$ cat src/rtl/sync_fifo_push_arbiter_if.sv
`default_nettype none
// ============================================================================
//  Module   : sync_fifo_push_arbiter_if
//  Purpose  : Bundles the producer handshake, the sync_fifo write-side pins
//             and the arbiter status outputs into one interface.
//  Modports : master - arbiter side (drives ready, FIFO push/data/flush,
//                      grant_id, busy and, when enabled, stall_cnt)
//             slave  - producers / FIFO / observer side
//  Signals  : req_valid    [NUM_REQ]        producer i has a beat
//             req_data     [NUM_REQ*WIDTH]  producer i data at i*WIDTH
//             req_last     [NUM_REQ]        beat is last of the packet
//             req_ready    [NUM_REQ]        beat accepted on valid&&ready
//             flush_req                     one-cycle flush request pulse
//             fifo_full                     from sync_fifo full
//             fifo_push / fifo_data_in      to sync_fifo write port
//             fifo_flush                    to sync_fifo flush
//             grant_id     [$clog2(NUM_REQ)] current/last granted producer
//             busy                          arbiter not idle
//             stall_cnt    [16]             only with SYNC_FIFO_PUSH_ARB_STATS_EN
//  Config   : SYNC_FIFO_PUSH_ARB_STATS_EN adds the stall_cnt signal.
//  Revision : 1.0 - initial release
// ============================================================================
interface sync_fifo_push_arbiter_if #(
   parameter int NUM_REQ = 4,
   parameter int WIDTH   = 32
);
   localparam int c_grant_w = $clog2(NUM_REQ);

   logic [NUM_REQ-1:0]       req_valid;
   logic [NUM_REQ*WIDTH-1:0] req_data;
   logic [NUM_REQ-1:0]       req_last;
   logic [NUM_REQ-1:0]       req_ready;
   logic                     flush_req;
   logic                     fifo_full;
   logic                     fifo_push;
   logic [WIDTH-1:0]         fifo_data_in;
   logic                     fifo_flush;
   logic [c_grant_w-1:0]     grant_id;
   logic                     busy;
`ifdef SYNC_FIFO_PUSH_ARB_STATS_EN
   logic [15:0]              stall_cnt;

   modport master (
      input  req_valid, req_data, req_last, flush_req, fifo_full,
      output req_ready, fifo_push, fifo_data_in, fifo_flush, grant_id, busy,
             stall_cnt
   );

   modport slave (
      output req_valid, req_data, req_last, flush_req, fifo_full,
      input  req_ready, fifo_push, fifo_data_in, fifo_flush, grant_id, busy,
             stall_cnt
   );
`else
   modport master (
      input  req_valid, req_data, req_last, flush_req, fifo_full,
      output req_ready, fifo_push, fifo_data_in, fifo_flush, grant_id, busy
   );

   modport slave (
      output req_valid, req_data, req_last, flush_req, fifo_full,
      input  req_ready, fifo_push, fifo_data_in, fifo_flush, grant_id, busy
   );
`endif
endinterface
`default_nettype wire

$ cat src/rtl/sync_fifo_push_arbiter.sv
`default_nettype none
// ============================================================================
//  Module   : sync_fifo_push_arbiter
//  Purpose  : Round-robin arbiter sharing the write port of one sync_fifo
//             among NUM_REQ producers. A producer is granted for a burst of
//             up to MAX_BURST beats, ending early on req_last or when the
//             producer drops valid. FIFO flush requests are sequenced
//             against in-flight bursts (a flush aborts the current burst).
//  Ports    : clk  - clock
//             rst  - synchronous reset, active-high
//             arb  - sync_fifo_push_arbiter_if.master (producer handshake,
//                    FIFO push/data/flush, grant_id, busy, optional stall_cnt)
//  Params   : NUM_REQ   number of producers (>=2)
//             WIDTH     data width, equal to the sync_fifo WIDTH
//             MAX_BURST max beats per grant (>=1)
//             The interface instance must use the same NUM_REQ and WIDTH.
//  Config   : SYNC_FIFO_PUSH_ARB_STATS_EN adds stall_cnt, a saturating count
//             of cycles in BURST where the granted producer is valid but the
//             FIFO is full. Cleared only by rst.
//  Revision : 1.0 - initial release
// ============================================================================
module sync_fifo_push_arbiter #(
   parameter int NUM_REQ   = 4,
   parameter int WIDTH     = 32,
   parameter int MAX_BURST = 4
) (
   input  wire logic                clk,
   input  wire logic                rst,
   sync_fifo_push_arbiter_if.master arb
);

   localparam int c_grant_w = $clog2(NUM_REQ);
   localparam int c_beat_w  = $clog2(MAX_BURST + 1);
   localparam int c_sum_w   = c_grant_w + 1;

   localparam logic [1:0] c_st_idle  = 2'd0;
   localparam logic [1:0] c_st_burst = 2'd1;
   localparam logic [1:0] c_st_flush = 2'd2;

   // ------------------------------------------------------------------------
   // State
   // ------------------------------------------------------------------------
   logic [1:0]           state_q,    state_d;
   logic [c_grant_w-1:0] grant_id_q, grant_id_d;
   logic [c_grant_w-1:0] rr_ptr_q,   rr_ptr_d;
   logic [c_beat_w-1:0]  beat_cnt_q, beat_cnt_d;

   // ------------------------------------------------------------------------
   // Combinational helpers
   // ------------------------------------------------------------------------
   logic [WIDTH-1:0]     w_req_data [NUM_REQ];
   logic                 w_sel_found;
   logic [c_grant_w-1:0] w_sel_idx;
   logic [c_sum_w-1:0]   w_cand;
   logic                 w_in_burst;
   logic                 w_g_valid;
   logic                 w_g_last;
   logic                 w_ready_g;
   logic                 w_push;
   logic                 w_burst_done;
   logic [c_grant_w-1:0] w_next_ptr;

   // Split the flat producer data bus into one word per producer.
   for (genvar gi = 0; gi < NUM_REQ; gi++) begin : g_unpack
      assign w_req_data[gi] = arb.req_data[gi*WIDTH +: WIDTH];
   end

   assign w_in_burst = (state_q == c_st_burst);
   assign w_g_valid  = arb.req_valid[grant_id_q];
   assign w_g_last   = arb.req_last[grant_id_q];

   // A flush request in BURST blocks the beat, so ready is withheld too:
   // otherwise the producer would see a handshake for a beat that never
   // reached the FIFO.
   assign w_ready_g  = w_in_burst && !arb.fifo_full && !arb.flush_req;
   assign w_push     = w_ready_g && w_g_valid;

   // The push that happens while the count is MAX_BURST-1 is the final beat.
   assign w_burst_done = (beat_cnt_q == c_beat_w'(MAX_BURST - 1));

   // Pointer to the producer after the current grant, wrapping at NUM_REQ-1
   // so non-power-of-2 NUM_REQ never produces an out-of-range index.
   assign w_next_ptr = (grant_id_q == c_grant_w'(NUM_REQ - 1)) ?
                       '0 : grant_id_q + 1'b1;

   // Round-robin search: first valid producer at or after rr_ptr_q, with
   // wrap. The candidate is computed one bit wider so the wrap subtraction
   // works for any NUM_REQ.
   always_comb begin
      w_sel_found = 1'b0;
      w_sel_idx   = '0;
      w_cand      = '0;
      for (int k = 0; k < NUM_REQ; k++) begin
         w_cand = {1'b0, rr_ptr_q} + c_sum_w'(k);
         if (w_cand >= c_sum_w'(NUM_REQ)) begin
            w_cand = w_cand - c_sum_w'(NUM_REQ);
         end
         if (!w_sel_found && arb.req_valid[w_cand[c_grant_w-1:0]]) begin
            w_sel_found = 1'b1;
            w_sel_idx   = w_cand[c_grant_w-1:0];
         end
      end
   end

   // ------------------------------------------------------------------------
   // Next-state logic
   // ------------------------------------------------------------------------
   always_comb begin
      state_d    = state_q;
      grant_id_d = grant_id_q;
      rr_ptr_d   = rr_ptr_q;
      beat_cnt_d = beat_cnt_q;

      case (state_q)
         c_st_idle: begin
            // Flush wins over a new grant. No beat is accepted in IDLE;
            // the grant becomes visible one cycle later.
            if (arb.flush_req) begin
               state_d = c_st_flush;
            end else if (w_sel_found && !arb.fifo_full) begin
               grant_id_d = w_sel_idx;
               beat_cnt_d = '0;
               state_d    = c_st_burst;
            end
         end

         c_st_burst: begin
            if (arb.flush_req) begin
               // Aborted burst still counts as served.
               state_d  = c_st_flush;
               rr_ptr_d = w_next_ptr;
            end else if (!w_g_valid) begin
               state_d  = c_st_idle;
               rr_ptr_d = w_next_ptr;
            end else if (w_push) begin
               beat_cnt_d = beat_cnt_q + 1'b1;
               if (w_g_last || w_burst_done) begin
                  state_d  = c_st_idle;
                  rr_ptr_d = w_next_ptr;
               end
            end
            // Valid but FIFO full: stall, everything held.
         end

         c_st_flush: begin
            // Single-cycle flush pulse; a flush_req seen here is ignored.
            state_d = c_st_idle;
         end

         default: begin
            state_d = c_st_idle;
         end
      endcase
   end

   // ------------------------------------------------------------------------
   // Registers
   // ------------------------------------------------------------------------
   always_ff @(posedge clk) begin
      if (rst) begin
         state_q    <= c_st_idle;
         grant_id_q <= '0;
         rr_ptr_q   <= '0;
         beat_cnt_q <= '0;
      end else begin
         state_q    <= state_d;
         grant_id_q <= grant_id_d;
         rr_ptr_q   <= rr_ptr_d;
         beat_cnt_q <= beat_cnt_d;
      end
   end

   // ------------------------------------------------------------------------
   // Outputs
   // ------------------------------------------------------------------------
   // Push and data are combinational from the granted producer so a beat
   // lands in the FIFO in the same cycle it is accepted.
   always_comb begin
      arb.req_ready             = '0;
      arb.req_ready[grant_id_q] = w_ready_g;
      arb.fifo_push             = w_push;
      arb.fifo_data_in          = w_in_burst ? w_req_data[grant_id_q] : '0;
      arb.fifo_flush            = (state_q == c_st_flush);
   end

   assign arb.grant_id = grant_id_q;
   assign arb.busy     = (state_q != c_st_idle);

`ifdef SYNC_FIFO_PUSH_ARB_STATS_EN
   // ------------------------------------------------------------------------
   // Stall statistics: cycles where the granted producer is blocked only by
   // a full FIFO. Saturates rather than wrapping; a flush does not clear it.
   // ------------------------------------------------------------------------
   logic [15:0] stall_cnt_q, stall_cnt_d;

   always_comb begin
      stall_cnt_d = stall_cnt_q;
      if (w_in_burst && w_g_valid && arb.fifo_full && (stall_cnt_q != 16'hFFFF)) begin
         stall_cnt_d = stall_cnt_q + 16'd1;
      end
   end

   always_ff @(posedge clk) begin
      if (rst) begin
         stall_cnt_q <= '0;
      end else begin
         stall_cnt_q <= stall_cnt_d;
      end
   end

   assign arb.stall_cnt = stall_cnt_q;
`endif

endmodule
`default_nettype wire

$ cat src/flat_wrapper.sv
// flat-port wrapper written by rule: the top's interface ports become plain ports
module sync_fifo_push_arbiter_flat 
#(
   parameter int NUM_REQ   = 4,
   parameter int WIDTH     = 32,
   parameter int MAX_BURST = 4
)
  (clk, rst, arb_req_valid, arb_req_data, arb_req_last, arb_flush_req, arb_fifo_full, arb_req_ready, arb_fifo_push, arb_fifo_data_in, arb_fifo_flush, arb_grant_id, arb_busy);
  sync_fifo_push_arbiter_if #(.NUM_REQ(NUM_REQ), .WIDTH(WIDTH)) arb_i ();
  input  wire logic clk;
  input  wire logic rst;
  input wire logic [$bits(arb_i.req_valid)-1:0] arb_req_valid;
  input wire logic [$bits(arb_i.req_data)-1:0] arb_req_data;
  input wire logic [$bits(arb_i.req_last)-1:0] arb_req_last;
  input wire logic [$bits(arb_i.flush_req)-1:0] arb_flush_req;
  input wire logic [$bits(arb_i.fifo_full)-1:0] arb_fifo_full;
  output wire logic [$bits(arb_i.req_ready)-1:0] arb_req_ready;
  output wire logic [$bits(arb_i.fifo_push)-1:0] arb_fifo_push;
  output wire logic [$bits(arb_i.fifo_data_in)-1:0] arb_fifo_data_in;
  output wire logic [$bits(arb_i.fifo_flush)-1:0] arb_fifo_flush;
  output wire logic [$bits(arb_i.grant_id)-1:0] arb_grant_id;
  output wire logic [$bits(arb_i.busy)-1:0] arb_busy;
  assign arb_i.req_valid = arb_req_valid;
  assign arb_i.req_data = arb_req_data;
  assign arb_i.req_last = arb_req_last;
  assign arb_i.flush_req = arb_flush_req;
  assign arb_i.fifo_full = arb_fifo_full;
  assign arb_req_ready = arb_i.req_ready;
  assign arb_fifo_push = arb_i.fifo_push;
  assign arb_fifo_data_in = arb_i.fifo_data_in;
  assign arb_fifo_flush = arb_i.fifo_flush;
  assign arb_grant_id = arb_i.grant_id;
  assign arb_busy = arb_i.busy;
  sync_fifo_push_arbiter #(.NUM_REQ(NUM_REQ), .WIDTH(WIDTH), .MAX_BURST(MAX_BURST)) u_core (.clk(clk), .rst(rst), .arb(arb_i));
endmodule
$ cat config.mk
export PLATFORM = sky130hd
export DESIGN_NAME = sync_fifo_push_arbiter_flat
export DESIGN_NICKNAME = d
export VERILOG_FILES = /design/src/rtl/sync_fifo_push_arbiter_if.sv /design/src/rtl/sync_fifo_push_arbiter.sv /design/src/flat_wrapper.sv
export SDC_FILE = /design/constraint.sdc
export NUM_CORES = 1
export LEC_CHECK = 0
export ABC_AREA = 1
export CAP_MARGIN = 40
export CORE_UTILIZATION = 34
export DETAILED_ROUTE_END_ITERATION = 8
export HOLD_SLACK_MARGIN = 0.15
export MAX_ROUTING_LAYER = met4
export PLACE_DENSITY_LB_ADDON = 0.2
export RECOVER_POWER = 50
export SLEW_MARGIN = 20
export SYNTH_ARGS = -nofsm -noshare
export SYNTH_HDL_FRONTEND = slang
export SYNTH_SLANG_ARGS = --single-unit
export TNS_END_PERCENT = 1
$ cat constraint.sdc
create_clock -name clk -period 3.45 [get_ports clk]
set_input_delay 1.035 -clock clk [delete_from_list [all_inputs] [get_ports clk]]
set_output_delay 1.035 -clock clk [all_outputs]
set_load 0.05 [all_outputs]
=== Yosys cells after proc, flatten, opt, wreduce, memory -nomap -nowiden ===
Cells that the tools add are included.

* Register bits after elaboration: 9
* Output and inout port bits: 41
* Logic and storage cells: 110

* Equality and inequality tests: 14
* Order comparisons: 11
* Muxes and demuxes: 48
* Add/sub/neg operators: 9
* Reductions and logical operators: 21
* Bitwise gates (word level): 3

{| class="wikitable"
|+ Operator list
! operator !! number
|-
| 32-bit two-way mux || 3
|-
| 32-bit binary-select mux with 2-bit select || 1
|-
| 2-bit two-way mux || 19
|-
| 2-bit by 3-bit less-than comparator with 1-bit output (second input constant) || 5
|-
| 3-bit two-way mux || 5
|-
| 1-bit binary-select mux with 2-bit select || 6
|-
| 3-bit greater-or-equal comparator (second input constant) || 4
|-
| 1-bit two-way mux || 11
|-
| 3-bit AND reduction || 3
|-
| 1-bit logical AND || 8
|-
| 2-bit != test (second input constant) || 4
|-
| 4-bit != test (second input constant) || 2
|-
| 2-bit by 1-bit subtractor with 2-bit output (second input constant) || 4
|-
| 2-bit by 2-bit adder with 3-bit output (second input constant) || 2
|-
| 3-bit != test (second input constant) || 2
|-
| 3-bit case mux with 2 select lines || 1
|-
| 6-bit AND reduction || 1
|-
| 1-bit zero test || 5
|-
| 4-bit bitwise AND || 1
|-
| 2-bit == test (second input constant) || 2
|-
| 2-bit case mux with 2 select lines || 1
|-
| 2-bit nonzero test || 2
|-
| 2-bit by 1-bit adder with 3-bit output (second input constant) || 1
|-
| 3-bit by 1-bit adder with 3-bit output (second input constant) || 1
|-
| 12 further kinds || 12
|}

=== Logic depth before layout (Yosys ltp) ===
Gate-level depths: netlist of the first run.

* Depth after elaboration: 18
* Depth in mapped cells: 13
* Depth with buffers taken out: 12

=== Worst setup path after synthesis of the first run ===
Ideal clock, no wire load.

* Kind: reg2out
* Start: reg u_core.grant_id_q[0], in the netlist u_core.arb.grant_id[0]
* End: out arb_fifo_data_in[14]
* Buffers on the path: 3
* Arrival time: 2257 ps
* Stages on the path, launching flop included: 8
* Slack: 158 ps
* Path through: dfxtp_1 > buf_4 > buf_2 > buf_2 > nor2_1 > nor2_1 > o21ai_0 > a21oi_1

* Cells in the longest elaborated chain, start to end: 5

{| class="wikitable"
|+ Ends and longest elaborated chain
! what !! RTL line !! RTL
|-
| start: declaration || sync_fifo_push_arbiter.sv:44 || <nowiki>logic [c_grant_w-1:0] grant_id_q, grant_id_d;</nowiki>
|-
| start signal: assignment || sync_fifo_push_arbiter.sv:167 || <nowiki>grant_id_q <= grant_id_d;</nowiki>
|-
| 2-bit NOT with 3-bit output (not written as such) || sync_fifo_push_arbiter.sv:182 || <nowiki>arb.fifo_data_in = w_in_burst ? w_req_data[grant_id_q] : '0;</nowiki>
|-
| 32-bit binary-select mux with 2-bit select || sync_fifo_push_arbiter.sv:182 ||
|-
| 32-bit two-way mux (not written as such) (2 in a row) || sync_fifo_push_arbiter.sv:182 ||
|-
| 32-bit two-way mux || sync_fifo_push_arbiter.sv:182 ||
|-
| end: declaration || flat_wrapper.sv:19 || <nowiki>output wire logic [$bits(arb_i.fifo_data_in)-1:0] arb_fifo_data_in;</nowiki>
|}

No other way between the ends. The select of a mux whose other input is x is not followed.

=== Worst setup path in the final report of the first run ===
* Start: in arb_req_data[27]
* End: out arb_fifo_data_in[27]

* Cells in the longest elaborated chain, start to end: 4

{| class="wikitable"
|+ Ends and longest elaborated chain
! what !! RTL line !! RTL
|-
| start: declaration || flat_wrapper.sv:13 || <nowiki>input wire logic [$bits(arb_i.req_data)-1:0] arb_req_data;</nowiki>
|-
| 32-bit binary-select mux with 2-bit select || sync_fifo_push_arbiter.sv:182 ||
|-
| 32-bit two-way mux (not written as such) (2 in a row) || sync_fifo_push_arbiter.sv:182 ||
|-
| 32-bit two-way mux || sync_fifo_push_arbiter.sv:182 ||
|}

No other way between the ends. The select of a mux whose other input is x is not followed.

==> results of run 1 <==
-- metrics by stage --
step	total power, uW	area, um2	worst slack (ns)
after global routing	842.5	4066	-0.006302
after floorplan	409.9	2001	0.1584
final	785.5	4066	0.1094
after CTS	802.2	4198	0.1236
after detailed placement	679.8	4153	0.1335
after global placement	668.5	4153	0.1521
-- metal layers --
metal,vias to the layer above,share of wire
met4,0,0.029
met1,1429,0.41
met3,24,0.081
met5,-,0
li1,1604,-
met2,128,0.48
-- path summary, 6_finish.rpt --
check / from / end / slack [ns]
worst max-delay path: arb_req_data[27] / arb_fifo_data_in[27] / 0.11
worst min-delay path: u_core.state_q[1]$_SDFFE_PP0P_ / u_core.state_q[1]$_SDFFE_PP0P_ / 0.45
worst max register to register: u_core.rr_ptr_q[0]$_SDFFE_PP0P_ / u_core.beat_cnt_q[1]$_SDFFE_PP0P_ / 1.49
worst min register to register: u_core.state_q[1]$_SDFFE_PP0P_ / u_core.state_q[1]$_SDFFE_PP0P_ / 0.45
-- what timing repair did --
| item | in CTS | in global routing |
|---|---|---|
| hold endpoints to repair | 0 | 0 |
| endpoints found under the setup margin | 0 | 1 |
| gates resized for setup | 0 | 1 |
-- worst max-delay path, cell delays in order --
cell	delay [ns]
clkdlybuf4s50_1	0.46
nor2_1	0.04
nor2_1	0.08
o21ai_0	0.10
a21oi_1	0.14
dlymetal6s2s_1	0.45
-- area by class of cell --
cell class / instances / area (um2)
multi-input cells: 335 / 1573
clock buffers: 4 / 45.04
repair buffers: 188 / 2079
well taps: 72 / 90.09
fillers: 465 / 1508
inverters: 24 / 97.59
flip-flops and latches: 9 / 181.4
-- flip-flops by register name, summed over array words and instances (netlist names) --
| signal | cells |
|---|---|
| u_core.beat_cnt_q | 3 |
| u_core.arb.grant_id | 2 |
| u_core.state_q | 2 |
| u_core.rr_ptr_q | 2 |
-- synthesized netlist by cell type (all sizes together) --
cell type	n
a211oi	1
a21oi	41
and2	2
buf	10
clkbuf	16
dfxtp	9
ha	6
inv	24
nand2	51
nand3	12
nor2	145
nor3	1
o211ai	1
o21ai	73
or2	2
-- where the power goes --
group	internal, uW	switching, uW
registers	112	10.2
logic	267	274
clock network	80.5	41.6
-- cells by family after synthesis --
logic type | share of synthesized area
buffers and inverters | 0.1145
AO/OA/AOI/OAI | 0.2946
flip-flops | 0.09005
AND/OR/NAND/NOR | 0.4634
adder cells (fa/ha/maj) | 0.03752
==> results by group, run 1 <==
Run status
  – Status: finished, final reports clean

Floorplanning
  – Initial core utilization: 0.3589
  – Die Ht: 78.71 um
  – Die area: 6195 um2
  – I/O pin total: 181
  – Chip width: 78.71 um
  – Core area: 5574 um2
  – FP Rows: 27

STA
  – Relative slew slack: 0.2634
  – Hold Fails Final Rpt: 0
  – Hold_ws: 0.4512 ns
  – Clk_skew: 0.0009647 ns
  – Slew Limit Fails: 0
  – Final Cycle Share: 0.9683
  – Actual slew at the worst max-slew pin: 1.105 ns
  – Final setup vio count: 0
  – Minimum clock period: 3.341 ns
  – TNS Setup: 0 ns
  – Peak Freq: 0.2994 GHz

Cells and area
  – ANT cells: 0
  – Fin nets: 707
  – Layout cells sized above 1: 0.1232
  – Non-filler cells, final: 632
  – Area Overhead vs Synth: 103.3%
  – Most common cell after layout, fill and taps aside: nor2_1
  – Final core occ: 0.7295
  – Most frequent cells in the layout: nor2_1, clkdlybuf4s50_1, o21ai_0

Placement
  – Hpwl dp: 7415 um
  – Final RePlAce weighted congestion: 0.8666
  – Port bufs: 180
  – Cell count after placement: 628

Global route
  – Initial antenna violation count: 0
  – GRT Max-Usage Layer: met2
  – GRT met2 Usage: 0.5226
  – Vias in the first global route: 2,932
  – Tot GR Track Use: 0.2989
  – Grt ovf: 0
  – Largest net degree at the start of global routing: 43
  – GR Util met3: 0.06437
  – Grt met1 use: 0.3418
  – First-pass GRT wire length: 14,560 um

Job
  – Max-cap check violation count: 0

Clock network
  – Worst-Skew Late Latency: 0.23 ns
  – Hold buffers post-CTS: 0
  – H-tree Lvls: 1
  – # clock sinks: 9
  – Max clock buf depth: 2
  – CTS tree: yes
  – TritonCTS buffer count: 3
  – Root Driver: clkbuf_8
  – Setup Buffers After CTS: 0
  – Clk pin slew, worst setup/hold paths: 0.04 ns

Drt
  – Post-DRT Antenna Nets: 0
  – Via count: 3,185
  – Vias per cell: 5.040
  – Total wire length: 9448 um
  – WL per Instance: 14.95 um
  – # DRC: 0
  – Initial DRC count: 158
  – Initial DRT Pass Iterations: 4

Setup path
  – Worst-path maximum fanout: 1
  – Required time of the critical path: 2.41 ns
  – Critical Path End Type: output pin
  – Startpoint types: input port
  – Crit Path Class: input port to output pin
  – Worst Reg-to-Reg Cells: 7
  – Arr. time, crit path: 2.31 ns

Hold path
  – Hold Crit Depth: 1
  – HP Class: flip-flop to flip-flop

Logic synthesis
  – Synth Net Count: 540
  – Synth Warn #: 0
  – Mapped Cells: 394
  – Synth unique cells: 29
  – Avg Inst Size Synth: 5.078 um2
  – Synth top area cells: nor2_1, o21ai_0, a21oi_1, dfxtp_1, nand2_1
  – Area share of the largest cell type after synthesis: 0.2683
  – Post-Syn Area: 2001 um2
  – Seq/Total Area, Yosys: 0.09006
  – Register bit total from synthesis: 9
  – Post-synth top area cell: nor2_1

Power
  – Pleak: 0.001757 uW
  – PwrDens: 193.2 nW/um2
  – VDD IR max: 0.0002484 V
Note: power is estimated with default switching activity, not from simulation.
==> run 2, diff against run 1 <==
- CORE_UTILIZATION: 34 -> 30
==> results by group, run 2 (synthesized netlist as in run 1, its figures left out) <==
Drt
  – Total wire length: 9360 um (was 9448 um)
  – Via count: 3,128 (was 3,185)
  – WL per Instance: 14.72 um (was 14.95 um)
  – Initial DRC count: 188 (was 158)
  – Wire length on met3: 625 um (was 762 um)
  – Vias per cell: 4.918 (was 5.040)
  – M1 wire length: 3949 um (was 3843 um)
  – Highest Signal Layer: met4 (unchanged)
  – Post-DRT Antenna Nets: 0 (unchanged)
  – Met2 wire len: 4563 um (was 4566 um)
  – Initial DRT Pass Iterations: 4 (unchanged)
  – # DRC: 0 (unchanged)

STA
  – Clk_skew: 0.002628 ns (was 0.0009647 ns)
  – Minimum clock period: 3.338 ns (was 3.341 ns)
  – TNS Setup: 0 ns (unchanged)
  – Relative slew slack: 0.6154 (was 0.2634)
  – Final Cycle Share: 0.9676 (was 0.9683)
  – Peak Freq: 0.2996 GHz (was 0.2994 GHz)
  – Actual slew at the worst max-slew pin: 0.5708 ns (was 1.105 ns)
  – Final setup vio count: 0 (unchanged)
  – Hold Fails Final Rpt: 0 (unchanged)
  – Unrepaired setup endpoints after global routing: no
  – Slew Limit Fails: 0 (unchanged)

Global route
  – Initial antenna violation count: 0 (unchanged)
  – First-pass GRT wire length: 14,570 um (was 14,560 um)
  – Largest net degree at the start of global routing: 66 (was 43)
  – Vias in the first global route: 2,797 (was 2,932)
  – Tot GR Track Use: 0.2624 (was 0.2989)
  – Grt ovf: 0 (unchanged)

Job
  – Max-cap check violation count: 0 (unchanged)

Power
  – VDD IR max: 0.0002158 V (was 0.0002484 V)
  – Pleak: 0.001863 uW (was 0.001757 uW)
  – PwrDens: 193.0 nW/um2 (was 193.2 nW/um2)

Cells and area
  – Fin nets: 706 (was 707)
  – Non-filler cells, final: 636 (was 632)
  – Layout cells sized above 1: 0.1163 (was 0.1232)
  – Area Overhead vs Synth: 104.8% (was 103.3%)
  – ANT cells: 0 (unchanged)
  – Max FFs per register: 3 (unchanged)
  – Most flop-heavy register: u_core.beat_cnt_q (unchanged)
  – Most frequent cells in the layout: nor2_1, clkdlybuf4s50_1, o21ai_0 (unchanged)
  – Most common cell after layout, fill and taps aside: nor2_1 (unchanged)

Clock network
  – Worst-Skew Late Latency: 0.24 ns (was 0.23 ns)
  – Setup Buffers After CTS: 0 (unchanged)
  – TritonCTS buffer count: 3 (unchanged)
  – Max clock buf depth: 2 (unchanged)
  – CTS tree: yes (unchanged)
  – Root Driver: clkbuf_8 (unchanged)
  – Clk pin slew, worst setup/hold paths: 0.05 ns (was 0.04 ns)
  – H-tree Lvls: 1 (unchanged)
  – # clock sinks: 9 (unchanged)

Floorplanning
  – I/O pin total: 181 (unchanged)
  – Die area: 7000 um2 (was 6195 um2)
  – Chip width: 83.67 um (was 78.71 um)
  – Die Ht: 83.67 um (was 78.71 um)
  – FP Rows: 29 (was 27)
  – Initial core utilization: 0.3133 (was 0.3589)
  – Core area: 6386 um2 (was 5574 um2)

Run status
  – Status: finished, final reports clean (unchanged)

Setup path
  – Startpoint types: input port (unchanged)
  – Worst Reg-to-Reg Cells: 7 (unchanged)
  – R2r setup slk: 1.50 ns (was 1.49 ns)
  – Crit Path Class: input port to output pin (unchanged)
  – Critical Path End Type: output pin (unchanged)
  – Required time of the critical path: 2.41 ns (about the same)
  – Worst-path maximum fanout: 1 (unchanged)
  – Worst reg2reg path endpoint: u_core.beat_cnt_q[1]$_SDFFE_PP0P_ (unchanged)
  – Arr. time, crit path: 2.30 ns (was 2.31 ns)
  – Reg2Reg Launch Point: u_core.rr_ptr_q[0]$_SDFFE_PP0P_ (unchanged)

Hold path
  – HP Class: flip-flop to flip-flop (unchanged)
  – Hold Startpoint: u_core.state_q[1]$_SDFFE_PP0P_ (unchanged)
  – Hold Crit Depth: 1 (unchanged)
  – Hold Crit Endpoint: u_core.state_q[1]$_SDFFE_PP0P_ (unchanged)

Placement
  – Final RePlAce weighted congestion: 0.9207 (was 0.8666)
  – Cell count after placement: 632 (was 628)
  – Port bufs: 180 (unchanged)
  – Hpwl dp: 7167 um (was 7415 um)
==> run 2: changes by cell type in the layout (fill, tap and decap cells not counted), sizes merged <==
cell,before,now
clkbuf,12,7
clkdlybuf4s15,2,0
dlymetal6s2s,2,8
buf,34,33
clkinv,0,1
==> run 2: layout make-up <==
| class | count | area, um2 |
|---|---|---|
| clock buffers | 3 | 41.29 |
| clock inverters | 1 | 5.005 |
| fillers | 597 | 2290 |
| inverters | 24 | 97.59 |
| multi-input cells | 335 | 1573 |
| flip-flops and latches | 9 | 181.4 |
| well taps | 77 | 96.34 |
| repair buffers | 187 | 2102 |
==> run 2: stage by stage <==
stage	cell area, um2	setup slack, ns	hold slack, ns	power (uW)	utilization
after floorplan	2001	0.1584	0.4209	409.9	-
after global placement	4177	0.1280	0.4434	672.1	0.6540
after detailed placement	4177	0.1258	0.4539	681.1	0.6540
after CTS	4223	0.1148	0.4593	810.7	0.6612
after global routing	4096	0.01424	0.4916	848.9	0.6415
final	4096	0.1118	0.4598	790.8	0.6415
==> run 2: worst max-delay path by stage <==
| stage | depth (start not counted) | to | from | slack, ns |
|---|---|---|---|---|
| detailed placement | 8 | arb_fifo_push | arb_req_valid[0] | 0.13 |
| finish | 6 | arb_fifo_data_in[9] | arb_req_data[9] | 0.11 |
| global route | 8 | arb_fifo_push | arb_req_valid[0] | 0.01 |
| CTS | 8 | arb_fifo_push | arb_req_valid[1] | 0.11 |
| floorplan | 7 | arb_fifo_data_in[14] | u_core.arb.grant_id[0]$_SDFFE_PP0P_ | 0.16 |
| global placement | 8 | arb_fifo_push | arb_req_valid[0] | 0.13 |
==> run 2: critical path: stages <==
cell             delay, ns
clkdlybuf4s50_1       0.45
nor2_1                0.03
nor2_1                0.08
o21ai_0               0.09
a21oi_1               0.16
dlymetal6s2s_1        0.45
==> run 2: layer usage <==
metal,global-route usage,vias up
met5,-,-
met4,0.07550,0
met3,0.02077,16
met2,0.4501,124
met1,0.3293,1390
li1,-,1598
==> run 2: what timing repair did <==
action                     CTS  global route
hold buffers                 0             0
resized for setup            0             1
hold endpoints to repair     0             0
setup endpoints to repair    0             1
==> run 2: power breakdown <==
| group | switching [uW] | leakage [uW] | internal, uW |
|---|---|---|---|
| Combinational | 269 | 0.00176 | 269 |
| Sequential | 12.8 | 0.0000742 | 112 |
| Clock | 48.7 | 0.0000255 | 79.3 |
| Total | 330 | 0.00186 | 461 |
==> run 3, diff against run 2 <==
- CTS_BUF_LIST: default -> sky130_fd_sc_hd__clkbuf_4 sky130_fd_sc_hd__clkbuf_8
- SETUP_SLACK_MARGIN: default -> 0.3
==> results by group, run 3 (synthesized netlist as in run 1, its figures left out) <==
Run status
  – Status: finished, final reports clean (unchanged)

STA
  – Final setup vio count: 0 (unchanged)
  – Minimum clock period: 3.245 ns (was 3.338 ns)
  – Slew Limit Fails: 0 (unchanged)
  – Hold Fails Final Rpt: 0 (unchanged)
  – Final Cycle Share: 0.9405 (was 0.9676)
  – Actual slew at the worst max-slew pin: 0.5919 ns (was 0.5708 ns)
  – Relative slew slack: 0.6071 (was 0.6154)
  – Unrepaired setup endpoints after global routing: yes (was no)
  – TNS Setup: 0 ns (unchanged)
  – Peak Freq: 0.3082 GHz (was 0.2996 GHz)
  – Clk_skew: 0.004544 ns (was 0.002628 ns)
  – Hold_ws: 0.4822 ns (was 0.4598 ns)
  – Setup ws final: 0.2052 ns (was 0.1118 ns)

Power
  – VDD IR max: 0.0002434 V (was 0.0002158 V)
  – PwrDens: 192.1 nW/um2 (was 193.0 nW/um2)
  – Pleak: 0.001774 uW (was 0.001863 uW)

Job
  – Max-cap check violation count: 0 (unchanged)

Clock network
  – Clk pin slew, worst setup/hold paths: 0.05 ns (about the same)
  – Root Driver: clkbuf_8 (unchanged)
  – Worst-Skew Late Latency: 0.24 ns (about the same)
  – Hold buffers post-CTS: 0 (unchanged)
  – Setup Buffers After CTS: 0 (unchanged)
  – CTS tree: yes (unchanged)
  – H-tree Lvls: 1 (unchanged)
  – # clock sinks: 9 (unchanged)
  – Max clock buf depth: 2 (unchanged)
  – TritonCTS buffer count: 3 (unchanged)

Setup path
  – CP peak stage delay: 0.60 ns (was 0.45 ns)
  – Arr. time, crit path: 2.21 ns (was 2.30 ns)
  – Crit path cell chain: dlygate4sd3_1, inv_1, nand2_1, nor2_1, buf_12 (was clkdlybuf4s50_1, nor2_1, nor2_1, o21ai_0, a21oi_1, dlymetal6s2s_1)
  – Critical path's slowest cell: dlygate4sd3_1 (was clkdlybuf4s50_1)
  – Worst reg2reg path endpoint: u_core.beat_cnt_q[0]$_SDFFE_PP0P_ (was u_core.beat_cnt_q[1]$_SDFFE_PP0P_)
  – Reg2Reg Launch Point: u_core.arb.grant_id[1]$_SDFFE_PP0P_ (was u_core.rr_ptr_q[0]$_SDFFE_PP0P_)
  – Worst-path maximum fanout: 4 (was 1)
  – CP bufs+invs: 3 (was 2)
  – Delay-heaviest family, CP: buffers and inverters (unchanged)
  – Worst Reg-to-Reg Cells: 10 (was 7)
  – R2r setup slk: 1.45 ns (was 1.50 ns)
  – Critical Path End Type: output pin (unchanged)
  – Crit Path Class: input port to output pin (unchanged)
  – Required time of the critical path: 2.41 ns (about the same)
  – Startpoint types: input port (unchanged)

Global route
  – First-pass GRT wire length: 14,970 um (was 14,570 um)
  – Largest net degree at the start of global routing: 65 (was 66)
  – Grt ovf: 0 (unchanged)
  – Vias in the first global route: 2,942 (was 2,797)
  – Initial antenna violation count: 0 (unchanged)
  – Tot GR Track Use: 0.2656 (was 0.2624)

Floorplanning
  – Initial core utilization: 0.3133 (unchanged)
  – FP Rows: 29 (unchanged)
  – Die Ht: 83.67 um (unchanged)
  – Chip width: 83.67 um (unchanged)
  – I/O pin total: 181 (unchanged)
  – Core area: 6386 um2 (unchanged)
  – Die area: 7000 um2 (unchanged)

Placement
  – Port bufs: 180 (unchanged)
  – Cell count after placement: 630 (was 632)
  – Final RePlAce weighted congestion: 0.9105 (was 0.9207)
  – Pre-CTS setup slack: 0.1220 ns (was 0.1258 ns)
  – Hpwl dp: 7109 um (was 7167 um)

Hold path
  – Hold Startpoint: u_core.state_q[1]$_SDFFE_PP0P_ (unchanged)
  – Hold Crit Endpoint: u_core.state_q[1]$_SDFFE_PP0P_ (unchanged)
  – HP Class: flip-flop to flip-flop (unchanged)
  – Hold Crit Depth: 1 (unchanged)

Drt
  – WL per Instance: 15.41 um (was 14.72 um)
  – Via count: 3,169 (was 3,128)
  – Post-DRT Antenna Nets: 0 (unchanged)
  – Initial DRC count: 235 (was 188)
  – Total wire length: 9767 um (was 9360 um)
  – # DRC: 0 (unchanged)
  – Initial DRT Pass Iterations: 4 (unchanged)
  – Vias per cell: 4.998 (was 4.918)

Cells and area
  – Most common cell after layout, fill and taps aside: nor2_1 (unchanged)
  – Layout cells sized above 1: 0.1724 (was 0.1163)
  – Fin nets: 704 (was 706)
  – Most frequent cells in the layout: nor2_1, clkdlybuf4s50_1, o21ai_0 (unchanged)
  – Non-filler cells, final: 634 (was 636)
  – Final core occ: 0.6708 (was 0.6415)
  – Max FFs per register: 3 (unchanged)
  – Most flop-heavy register: u_core.beat_cnt_q (unchanged)
  – ANT cells: 0 (unchanged)
  – Area Overhead vs Synth: 114.1% (was 104.8%)
-- run 3: cell types whose count changed in the layout (fill, tap and decap cells not counted), moves of 3 or more --
cell             before  now
dlygate4sd2_1         0    4
buf_4                 8    5
clkdlybuf4s50_1     138  132
a21oi_2               0   23
o21ai_0              71   47
clkbuf_16             0    8
o21ai_1               2   26
a21oi_1              41   18
dlymetal6s2s_1        8    1
-- run 3: what timing repair did --
action | in CTS | in global routing
gates resized for setup | 7 | 75
endpoints found under the setup margin | 35 | 37
endpoints found under the hold margin | 0 | 0
pin swaps | 4 | 33
-- run 3: final cells by class --
| class | count | area [um2] |
|---|---|---|
| clock inverter | 1 | 5.005 |
| fill | 580 | 2102 |
| timing repair buffer | 185 | 2196 |
| clock buffer | 3 | 41.29 |
| sequential | 9 | 181.4 |
| multi-input combinational | 335 | 1667 |
| inverter | 24 | 97.59 |
| tap | 77 | 96.34 |
-- run 3: per-stage QoR --
stage / power [uW] / area [um2]
2_1_floorplan: 410.5 / 2004
3_3_place_gp: 671.3 / 4165
3_5_place_dp: 680.5 / 4165
4_1_cts: 807.8 / 4207
5_1_grt: 882.3 / 4284
6_report: 822.9 / 4284
-- run 3: how the worst max path moves through the flow --
| stage | start | end | slack [ns] | cells past startpoint |
|---|---|---|---|---|
| after floorplan | u_core.arb.grant_id[0]$_SDFFE_PP0P_ | arb_fifo_data_in[15] | 0.16 | 7 |
| after global placement | arb_req_valid[0] | arb_fifo_push | 0.13 | 8 |
| after detailed placement | arb_req_valid[0] | arb_fifo_push | 0.12 | 8 |
| after CTS | arb_req_data[13] | arb_fifo_data_in[13] | 0.21 | 6 |
| after global routing | arb_flush_req | arb_req_ready[1] | 0.13 | 5 |
| final | arb_flush_req | arb_req_ready[2] | 0.21 | 5 |
-- run 3: power by group --
group	internal [uW]	total, uW	leakage (uW)	switching [uW]
combinational	279	572	0.00167	292
sequential	112	123	0.0000742	11.4
clock	79.3	128	0.0000255	48.6
-- run 3: per-layer routing --
layer | vias to the layer above | share of wire | track usage
li1 | 1596 | - | -
met1 | 1443 | 0.41 | 0.3099
met2 | 110 | 0.51 | 0.4752
met3 | 20 | 0.060 | 0.03956
met4 | 0 | 0.023 | 0.06626
met5 | - | 0 | -
-- run 3: worst reg2reg max path: cells and delay by family (launching register included) --
family,cells,cell delay [ns]
flops,1,0.46
compound gates,3,0.41
buf+inv,1,0.43
simple gates,6,0.59
